===== src/rtl/rv_regfile_pkg.sv =====
// Shared types and constants for the RV32IM register file with scoreboard.
// Optional same-cycle write-through is enabled by defining REGFILE_SB_BYPASS_EN.
package rv_regfile_pkg;

    localparam int XLEN_DEF  = 32;
    localparam int NREGS_DEF = 32;

    function automatic int clog2(input int value);
        int r;
        r = 0;
        while ((1 << r) < value) begin
            r = r + 1;
        end
        return r;
    endfunction

    localparam int AW_DEF = clog2(NREGS_DEF);

    typedef logic [AW_DEF-1:0]   reg_addr_t;
    typedef logic [XLEN_DEF-1:0] xlen_t;

endpackage


===== src/rtl/regfile_scoreboard.sv =====
// Busy-bit scoreboard: tracks destinations with a write in flight, flags WAW on issue.
// REGFILE_SB_BYPASS_EN lets a same-cycle writeback clear busy for readers and issue.
module regfile_scoreboard
    import rv_regfile_pkg::*;
#(
    parameter int NREGS    = NREGS_DEF,
    parameter int AW       = clog2(NREGS),
    parameter int NRD      = 2,
    parameter int ZERO_REG = 1
) (
    input  logic              clk,
    input  logic              rst,
    input  logic [NRD*AW-1:0] rd_addr,
    output logic [NRD-1:0]    rd_busy,
    input  logic              wr_en,
    input  logic [AW-1:0]     wr_addr,
    input  logic              iss_en,
    input  logic [AW-1:0]     iss_addr,
    output logic              iss_ready,
    input  logic              flush,
    output logic [AW:0]       busy_cnt
);

    logic [NREGS-1:0] busy_q, busy_d;
    logic [AW:0]      cnt_q, cnt_d;
    logic             wr_ok, iss_ok, iss_set, wr_clr;

    assign wr_ok  = wr_en && !((ZERO_REG != 0) && (wr_addr == '0));
    assign iss_ok = !((ZERO_REG != 0) && (iss_addr == '0));

`ifdef REGFILE_SB_BYPASS_EN
    assign iss_ready = !busy_q[iss_addr] || (wr_ok && (wr_addr == iss_addr));
`else
    assign iss_ready = !busy_q[iss_addr];
`endif

    // Issue beats a same-cycle writeback to the same register: the new producer stays pending.
    assign iss_set = iss_en && iss_ready && iss_ok && !flush;
    assign wr_clr  = wr_ok && busy_q[wr_addr] && !(iss_set && (iss_addr == wr_addr));

    always_comb begin
        busy_d = busy_q;
        cnt_d  = cnt_q;
        if (flush) begin
            busy_d = '0;
            cnt_d  = '0;
        end else begin
            if (wr_clr) begin
                busy_d[wr_addr] = 1'b0;
            end
            if (iss_set) begin
                busy_d[iss_addr] = 1'b1;
            end
            cnt_d = cnt_q + {{AW{1'b0}}, (iss_set && !busy_q[iss_addr])}
                          - {{AW{1'b0}}, wr_clr};
        end
    end

    always_ff @(posedge clk or negedge rst) begin
        if (!rst) begin
            busy_q <= '0;
            cnt_q  <= '0;
        end else begin
            busy_q <= busy_d;
            cnt_q  <= cnt_d;
        end
    end

    always_comb begin
        rd_busy = '0;
        for (int i = 0; i < NRD; i++) begin
`ifdef REGFILE_SB_BYPASS_EN
            rd_busy[i] = busy_q[rd_addr[i*AW +: AW]]
                         && !(wr_clr && (wr_addr == rd_addr[i*AW +: AW]));
`else
            rd_busy[i] = busy_q[rd_addr[i*AW +: AW]];
`endif
        end
    end

    assign busy_cnt = cnt_q;

endmodule


===== src/rtl/regfile_sb.sv =====
// Register file with NRD combinational read ports, one writeback port and a scoreboard.
// Define REGFILE_SB_BYPASS_EN for same-cycle write-through to the read ports.
module regfile_sb
    import rv_regfile_pkg::*;
#(
    parameter int XLEN     = XLEN_DEF,
    parameter int NREGS    = NREGS_DEF,
    parameter int AW       = clog2(NREGS),
    parameter int NRD      = 2,
    parameter int ZERO_REG = 1
) (
    input  logic                clk,
    input  logic                rst,
    input  logic [NRD*AW-1:0]   rd_addr,
    output logic [NRD*XLEN-1:0] rd_data,
    output logic [NRD-1:0]      rd_busy,
    input  logic                wr_en,
    input  logic [AW-1:0]       wr_addr,
    input  logic [XLEN-1:0]     wr_data,
    input  logic                iss_en,
    input  logic [AW-1:0]       iss_addr,
    output logic                iss_ready,
    input  logic                flush,
    output logic [AW:0]         busy_cnt
);

    logic [XLEN-1:0] regs_q [NREGS];
    logic            wr_ok;

    assign wr_ok = wr_en && !((ZERO_REG != 0) && (wr_addr == '0));

    always_ff @(posedge clk or negedge rst) begin
        if (!rst) begin
            for (int r = 0; r < NREGS; r++) begin
                regs_q[r] <= '0;
            end
        end else if (wr_ok) begin
            regs_q[wr_addr] <= wr_data;
        end
    end

    always_comb begin
        rd_data = '0;
        for (int i = 0; i < NRD; i++) begin
            if ((ZERO_REG != 0) && (rd_addr[i*AW +: AW] == '0)) begin
                rd_data[i*XLEN +: XLEN] = '0;
`ifdef REGFILE_SB_BYPASS_EN
            end else if (wr_ok && (wr_addr == rd_addr[i*AW +: AW])) begin
                rd_data[i*XLEN +: XLEN] = wr_data;
`endif
            end else begin
                rd_data[i*XLEN +: XLEN] = regs_q[rd_addr[i*AW +: AW]];
            end
        end
    end

    regfile_scoreboard #(
        .NREGS    (NREGS),
        .AW       (AW),
        .NRD      (NRD),
        .ZERO_REG (ZERO_REG)
    ) u_sb (
        .clk       (clk),
        .rst       (rst),
        .rd_addr   (rd_addr),
        .rd_busy   (rd_busy),
        .wr_en     (wr_en),
        .wr_addr   (wr_addr),
        .iss_en    (iss_en),
        .iss_addr  (iss_addr),
        .iss_ready (iss_ready),
        .flush     (flush),
        .busy_cnt  (busy_cnt)
    );

endmodule

===== config.mk =====
export PLATFORM = sky130hd
export DESIGN_NAME = regfile_sb
export DESIGN_NICKNAME = d
export VERILOG_FILES = /design/src/rtl/rv_regfile_pkg.sv /design/src/rtl/regfile_scoreboard.sv /design/src/rtl/regfile_sb.sv
export SDC_FILE = /design/constraint.sdc
export NUM_CORES = 2
export LEC_CHECK = 0
export ABC_AREA = 1
export CAP_MARGIN = 20
export CORE_UTILIZATION = 30
export CTS_BUF_LIST = sky130_fd_sc_hd__clkbuf_4 sky130_fd_sc_hd__clkbuf_8
export CTS_CLUSTER_DIAMETER = 150
export DETAILED_ROUTE_END_ITERATION = 10
export PLACE_DENSITY_LB_ADDON = 0.15
export SYNTH_ARGS = -nofsm -noshare
export SYNTH_HDL_FRONTEND = slang
export SYNTH_HIERARCHICAL = 1
export SYNTH_SLANG_ARGS = --single-unit

===== constraint.sdc =====
create_clock -name clk -period 3.7 [get_ports clk]
set_input_delay 0.555 -clock clk [delete_from_list [all_inputs] [get_ports clk]]
set_output_delay 0.555 -clock clk [all_outputs]
set_load 0.005 [all_outputs]

-- Word level (Yosys, flattened, before mapping)
Index checks and enable logic that the tools add are counted.
- logic and storage cells: 101
- input port bits: 57
- output and inout bits: 73
- flip-flop bits (word level): 1062
- magnitude comparators: 10
- add/subtract/negate cells: 2
- equal/unequal tests: 1
- reductions and logical operators: 20
- bitwise logic cells: 6
- muxes and demuxes: 28
- operators with widths (operator ; number):
    $bwmux W1024 ; 1
    $mux W32 ; 11
    $bmux W32 S5 ; 2
    $demux W32 S5 ; 1
    $and A32 B32 Y32 ; 1
    $not A32 Y32 ; 1
    $or A32 B32 Y32 ; 1
    $lt A5 B6 Y1 const B ; 4
    $bmux W1 S5 ; 4
    $logic_not A5 Y1 ; 4
    $ge A6 B6 Y1 const B ; 3
    $not A5 Y6 ; 3
    $logic_and A1 B1 Y1 ; 11
    $demux W1 S5 ; 2
    $ge A5 B1 Y1 const B ; 2
    $add A6 B1 Y6 ; 1
    $lt A6 B1 Y1 const B ; 1
    $mux W1 ; 6
    $mux W6 ; 1
    $sub A6 B1 Y6 ; 1
    $eq A5 B5 Y1 ; 1
    $logic_not A1 Y1 ; 5

-- Logic depth before layout (Yosys ltp)
- depth in word-level cells: 14
- gate-level depth with buffers: 23
- mapped depth without buffers: 21

-- Hierarchy
The synthesis kept the hierarchy.
- by module, submodules not included (module ; seq. area each (um2) ; instances ; area an instance (um2) ; cells each):
    regfile_sb ; 25624.6 ; 1 ; 57218.6 ; 8383
    regfile_scoreboard ; 950.9 ; 1 ; 3440.8 ; 592

-- Worst setup path after synthesis
Ideal clock, no wire load.
- path kind: input to register
- start point: input port iss_addr[0]
- end point: register u_sb.cnt_q[4], in the netlist u_sb/busy_cnt[4]
- slack: 0.646 ns
- data arrival time: 2.930 ns
- path buffers: 2
- stages on the path: 22
- library setup time: 0.123 ns
- cell sequence: clkbuf_1 > nand2_1 > o21ai_0 > nand2_1 > nand2_1 > nand2_1 > nand2_1 > nor2_1 > nand2_1 > nor2_2 > buf_4 > inv_1 > ha_1 > inv_1 > ha_1 > fa_1 > nand2_1 > inv_1 > o21ai_0 > nand2_1 > o21ai_0 > a21oi_1
- longest elaborated chain between the ends: 11
- elaborated cells on any way between the ends: 16
- ends and longest elaborated chain (what ; RTL line ; text):
    from (decl) ; regfile_sb.sv:21 ; input logic [AW-1:0] iss_addr,
    branches (longest 9 deep; another with $add A6 B1 Y6) ; - ;
    $sub A6 B1 Y6 * ; regfile_scoreboard.sv:55 ; - {{AW{1'b0}}, wr_clr};
    $mux W6 * ; regfile_scoreboard.sv:44 ; if (flush) begin
    named net u_sb.cnt_d[4] ; regfile_scoreboard.sv:25 ; logic [AW:0] cnt_q, cnt_d;
    to (signal assigned) ; regfile_scoreboard.sv:65 ; cnt_q <= cnt_d;
    to (decl) ; regfile_scoreboard.sv:25 ;
Mark *: on every way through the listed nets, which the timed path passes. The select of a mux whose other input is x is not followed.
A chain may end at the register's enable or synchronous reset.

-- Worst setup path after layout
- start point: input port rd_addr[0]
- end point: output port rd_data[14]
- longest elaborated chain between the ends: 5
- elaborated cells on any way between the ends: 6
- ends and longest elaborated chain (what ; RTL line ; text):
    from (decl) ; regfile_sb.sv:14 ; input logic [NRD*AW-1:0] rd_addr,
    $not A5 Y6 (not written as such) ; regfile_sb.sv:52 ; rd_data[i*XLEN +: XLEN] = regs_q[rd_addr[i*AW +: AW]];
    $bmux W32 S5 ; regfile_sb.sv:52 ;
    $mux W32 (not written as such) (2 in a row) ; regfile_sb.sv:52 ;
    $mux W32 * ; regfile_sb.sv:45 ; if ((ZERO_REG != 0) && (rd_addr[i*AW +: AW] == '0)) begin
    to (decl) ; regfile_sb.sv:15 ; output logic [NRD*XLEN-1:0] rd_data,
Mark *: on every way between the ends. The rest lies on a longest branch, timed or not. The select of a mux whose other input is x is not followed.

==> results.json <==
{
  "status": "complete, no violations",
  "drt-total-wl_mm": 283,
  "critical_path_class": "input port to primary output",
  "dr.pass1.iters": 8,
  "p_int_mw": 24.0,
  "synth_edf_count": 0,
  "yosysWarnings": 6,
  "vias_per_cell": 5.30,
  "ys_top_cells_by_area": "dfrtp_1 (44%), nand2_1 (19%), nand3_1 (8.9%)",
  "worst_slew_pin_slew_ps": 935,
  "areaGrowthSynthToFinish_pct": 18.2,
  "p_seq_share_pct": 43.2,
  "final-seq-area_um2": 26600,
  "synth.top_cell.area_share_pct": 43.8,
  "clk_path_buf_depth": 3,
  "ys_types": 35,
  "hpwl_mm": 169,
  "hold_violations": 0,
  "worstRegToRegCells": 19,
  "grt_max_degree": 108,
  "post-place-cells": 11400,
  "slew_headroom_pct": 37.6,
  "rsz0062_at_grt": "false",
  "crit_start": "rd_addr[0]",
  "htreeDepth": 4,
  "cts_buffers": 198,
  "cp.arrival_ps": 3060,
  "avgSynthCellArea_um2": 6.76,
  "die_w_um": 452,
  "ys_seq_area_share_pct": 43.8,
  "start_kind": "input port",
  "postSynth.asyncResetShare_pct": 100,
  "synthCells": 8975,
  "fillers": 21400,
  "wl_per_cell_um": 24.1,
  "grt_pass1_wl_mm": 415,
  "die_h_um": 452,
  "multi_input_area_um2": 29600,
  "r2r-start": "u_sb/busy_q[29]",
  "cts_tree": "yes",
  "irDropWorstVdd_mv": 0.409,
  "grt_pass1_vias": 59400,
  "final_layout_size_suffix_gt1_share_pct": 9.02,
  "pin_count": 130,
  "skew_ps": 34.5,
  "holdWs_ps": 131,
  "dieArea_um2": 204000,
  "rows": 164,
  "vias": 62200,
  "gr-total-overflow": 0,
  "final_util_pct": 35.8,
  "final_nets": 8973,
  "antenna_found_initial": 14,
  "ant_nets": 0,
  "cellPowerDensity_nw_per_um2": 504,
  "ys.flop_type": "dfrtp_1",
  "drtIter0Drc": 6781,
  "netSwitchingPower_mw": 12.1,
  "maxCapViolCount": 0,
  "tns_ps": 0,
  "p_comb_share_pct": 21.5,
  "initial_core_util_pct": 30.3,
  "cp-end-kind": "primary output",
  "coreArea_um2": 200000,
  "grt_usage_pct": 27.3,
  "clk_pin_slew_ps": 50,
  "finalPower_mw": 36.2,
  "finalMaxSlewViolations": 0,
  "power.share.switching_pct": 33.5,
  "post-route-period-util_pct": 97.7,
  "crit_required_ps": 3140,
  "synth_nets": 9039,
  "synth.largest_area_cell": "dfrtp_1",
  "ys_seq_elements": 1062,
  "finalNonFillerCells": 11700,
  "r2r-end": "u_sb/busy_cnt[4]",
  "clock_latency_ps": 1000,
  "place.gp.congestion": 0.869,
  "clockPowerShare_pct": 35.3,
  "clock-sinks": 1062,
  "portBuffers": 129,
  "reg2reg_slack_ps": 740,
  "p_leak_nw": 33.2,
  "syn_area_um2": 60700,
  "crit_path_max_fanout": 34,
  "finalCriticalPeriod_ps": 3620,
  "finalSetupViolations": 0,
  "fmax_mhz": 277,
  "drc": 0,
  "hold_path_class": "input port to async pin",
  "clockRootBuffer": "clkbuf_8"
}
## final cells by class
type                    count  share of cell area (%)
multi-input cells        6723                    41.3
flip-flops and latches   1062                    37.1
repair buffers            511                    8.68
clock buffers             322                    5.66
well taps                2656                    4.63
inverters                 413                    2.22
clock inverters            35                   0.447
diodes                      3                  0.0105
## power groups by stage
stage / clock (mW) / sequential (mW) / combinational (mW)
final: 12.8 / 15.6 / 7.76
after global placement: 0 / 15.7 / 7.62
after floorplan: 0 / 15.3 / 5.03
after global routing: 13.6 / 15.9 / 8.82
after detailed placement: 0 / 15.7 / 7.73
after CTS: 13.1 / 15.6 / 7.76
## state kept, by name (all words and copies together), names as in the netlist
| name | cells |
|---|---|
| u_sb/busy_cnt | 6 |
| regs_q | 1024 |
| u_sb/busy_q | 32 |
## kinds of logic (layout without fill, tap and decap cells)
kind of cell    Yosys count  count (layout)  synth area share (%)
buf+inv                1190            1281                  7.73
fa+ha+maj                 7               7                 0.157
other cells               0               3                     0
flops                  1062            1062                  43.8
simple gates           5001            5001                  33.5
xor+xnor                  1               1                0.0144
compound gates         1714            1714                  14.8
## cells in the final DEF (no fill, tap or decap), drive strengths merged
cell              n
clkdlybuf4s50   117
nand2          3035
a21oi           412
nand4             1
bufinv            3
o21a              1
clkinvlp          7
buf             392
o21ai          1150
xor2              1
o221ai           13
or2               1
o22ai             1
and2              1
o211ai          130
a211oi            1
o21bai            5
nor3             24
diode             3
ha                6
dlygate4sd3       1
dfrtp          1062
clkinv           22
nor2            858
inv             416
dlymetal6s2s      1
fa                1
a31oi             1
nand3          1081
clkbuf          322
## stage by stage
step / cell area [um^2] / worst slack, ps
final: 71700 / 84.3
after global routing: 71700 / 22.4
after CTS: 71700 / 2.66
after detailed placement: 67300 / 16.8
after global placement: 67300 / -33.5
after floorplan: 60700 / 646
## per-layer routing
layer,part of all wire [%],routed length (um),track usage (%)
met5,0.024,67,0
met4,4.2,11900,11.4
met3,6.5,18500,4.16
met2,46,131000,44.3
met1,43,122000,36.2
## what timing repair did
item | in CTS | in global routing
resized for setup | 1 | 5
hold endpoints to repair | 189 | 0
hold buffers | 1 | 0
setup buffers | 0 | 1
endpoints found under the setup margin | 1 | 5
## synth_stat cells (2+ instances only)
cell type,n
nand3_1,1079
buf_1,81
clkinv_1,5
inv_1,396
nand3_2,2
o21bai_1,5
nor2_1,841
nand2_2,6
nor2_4,14
o21ai_1,83
nor3_1,20
inv_2,11
a21oi_1,412
ha_1,6
dfrtp_1,1062
nor2_2,3
buf_2,160
clkbuf_1,532
buf_4,3
o211ai_1,130
nand2_1,3029
o221ai_1,13
o21ai_0,1067
nor3_2,4
## critical path, cell delays in order
cell and delay, ps:
buf_8 180, inv_8 210, buf_12 180, buf_12 230, nand2_1 80, nand3_1 80, nand3_1 90, nand2_1 70
nand2_1 40, nand3_1 110, nand2_1 70, nor2_1 290, buf_4 230, clkdlybuf4s50_1 550
## how the worst max path moves through the flow
stage,end,slack [ps],cells past startpoint
finish,rd_data[14],80,14
global route,rd_data[18],20,10
global placement,u_sb/busy_cnt[4],-30,21
CTS,rd_data[36],3,10
detailed placement,u_sb/busy_cnt[5],20,19
floorplan,u_sb/busy_cnt[4],650,22
(Power assumes the default switching activity.)
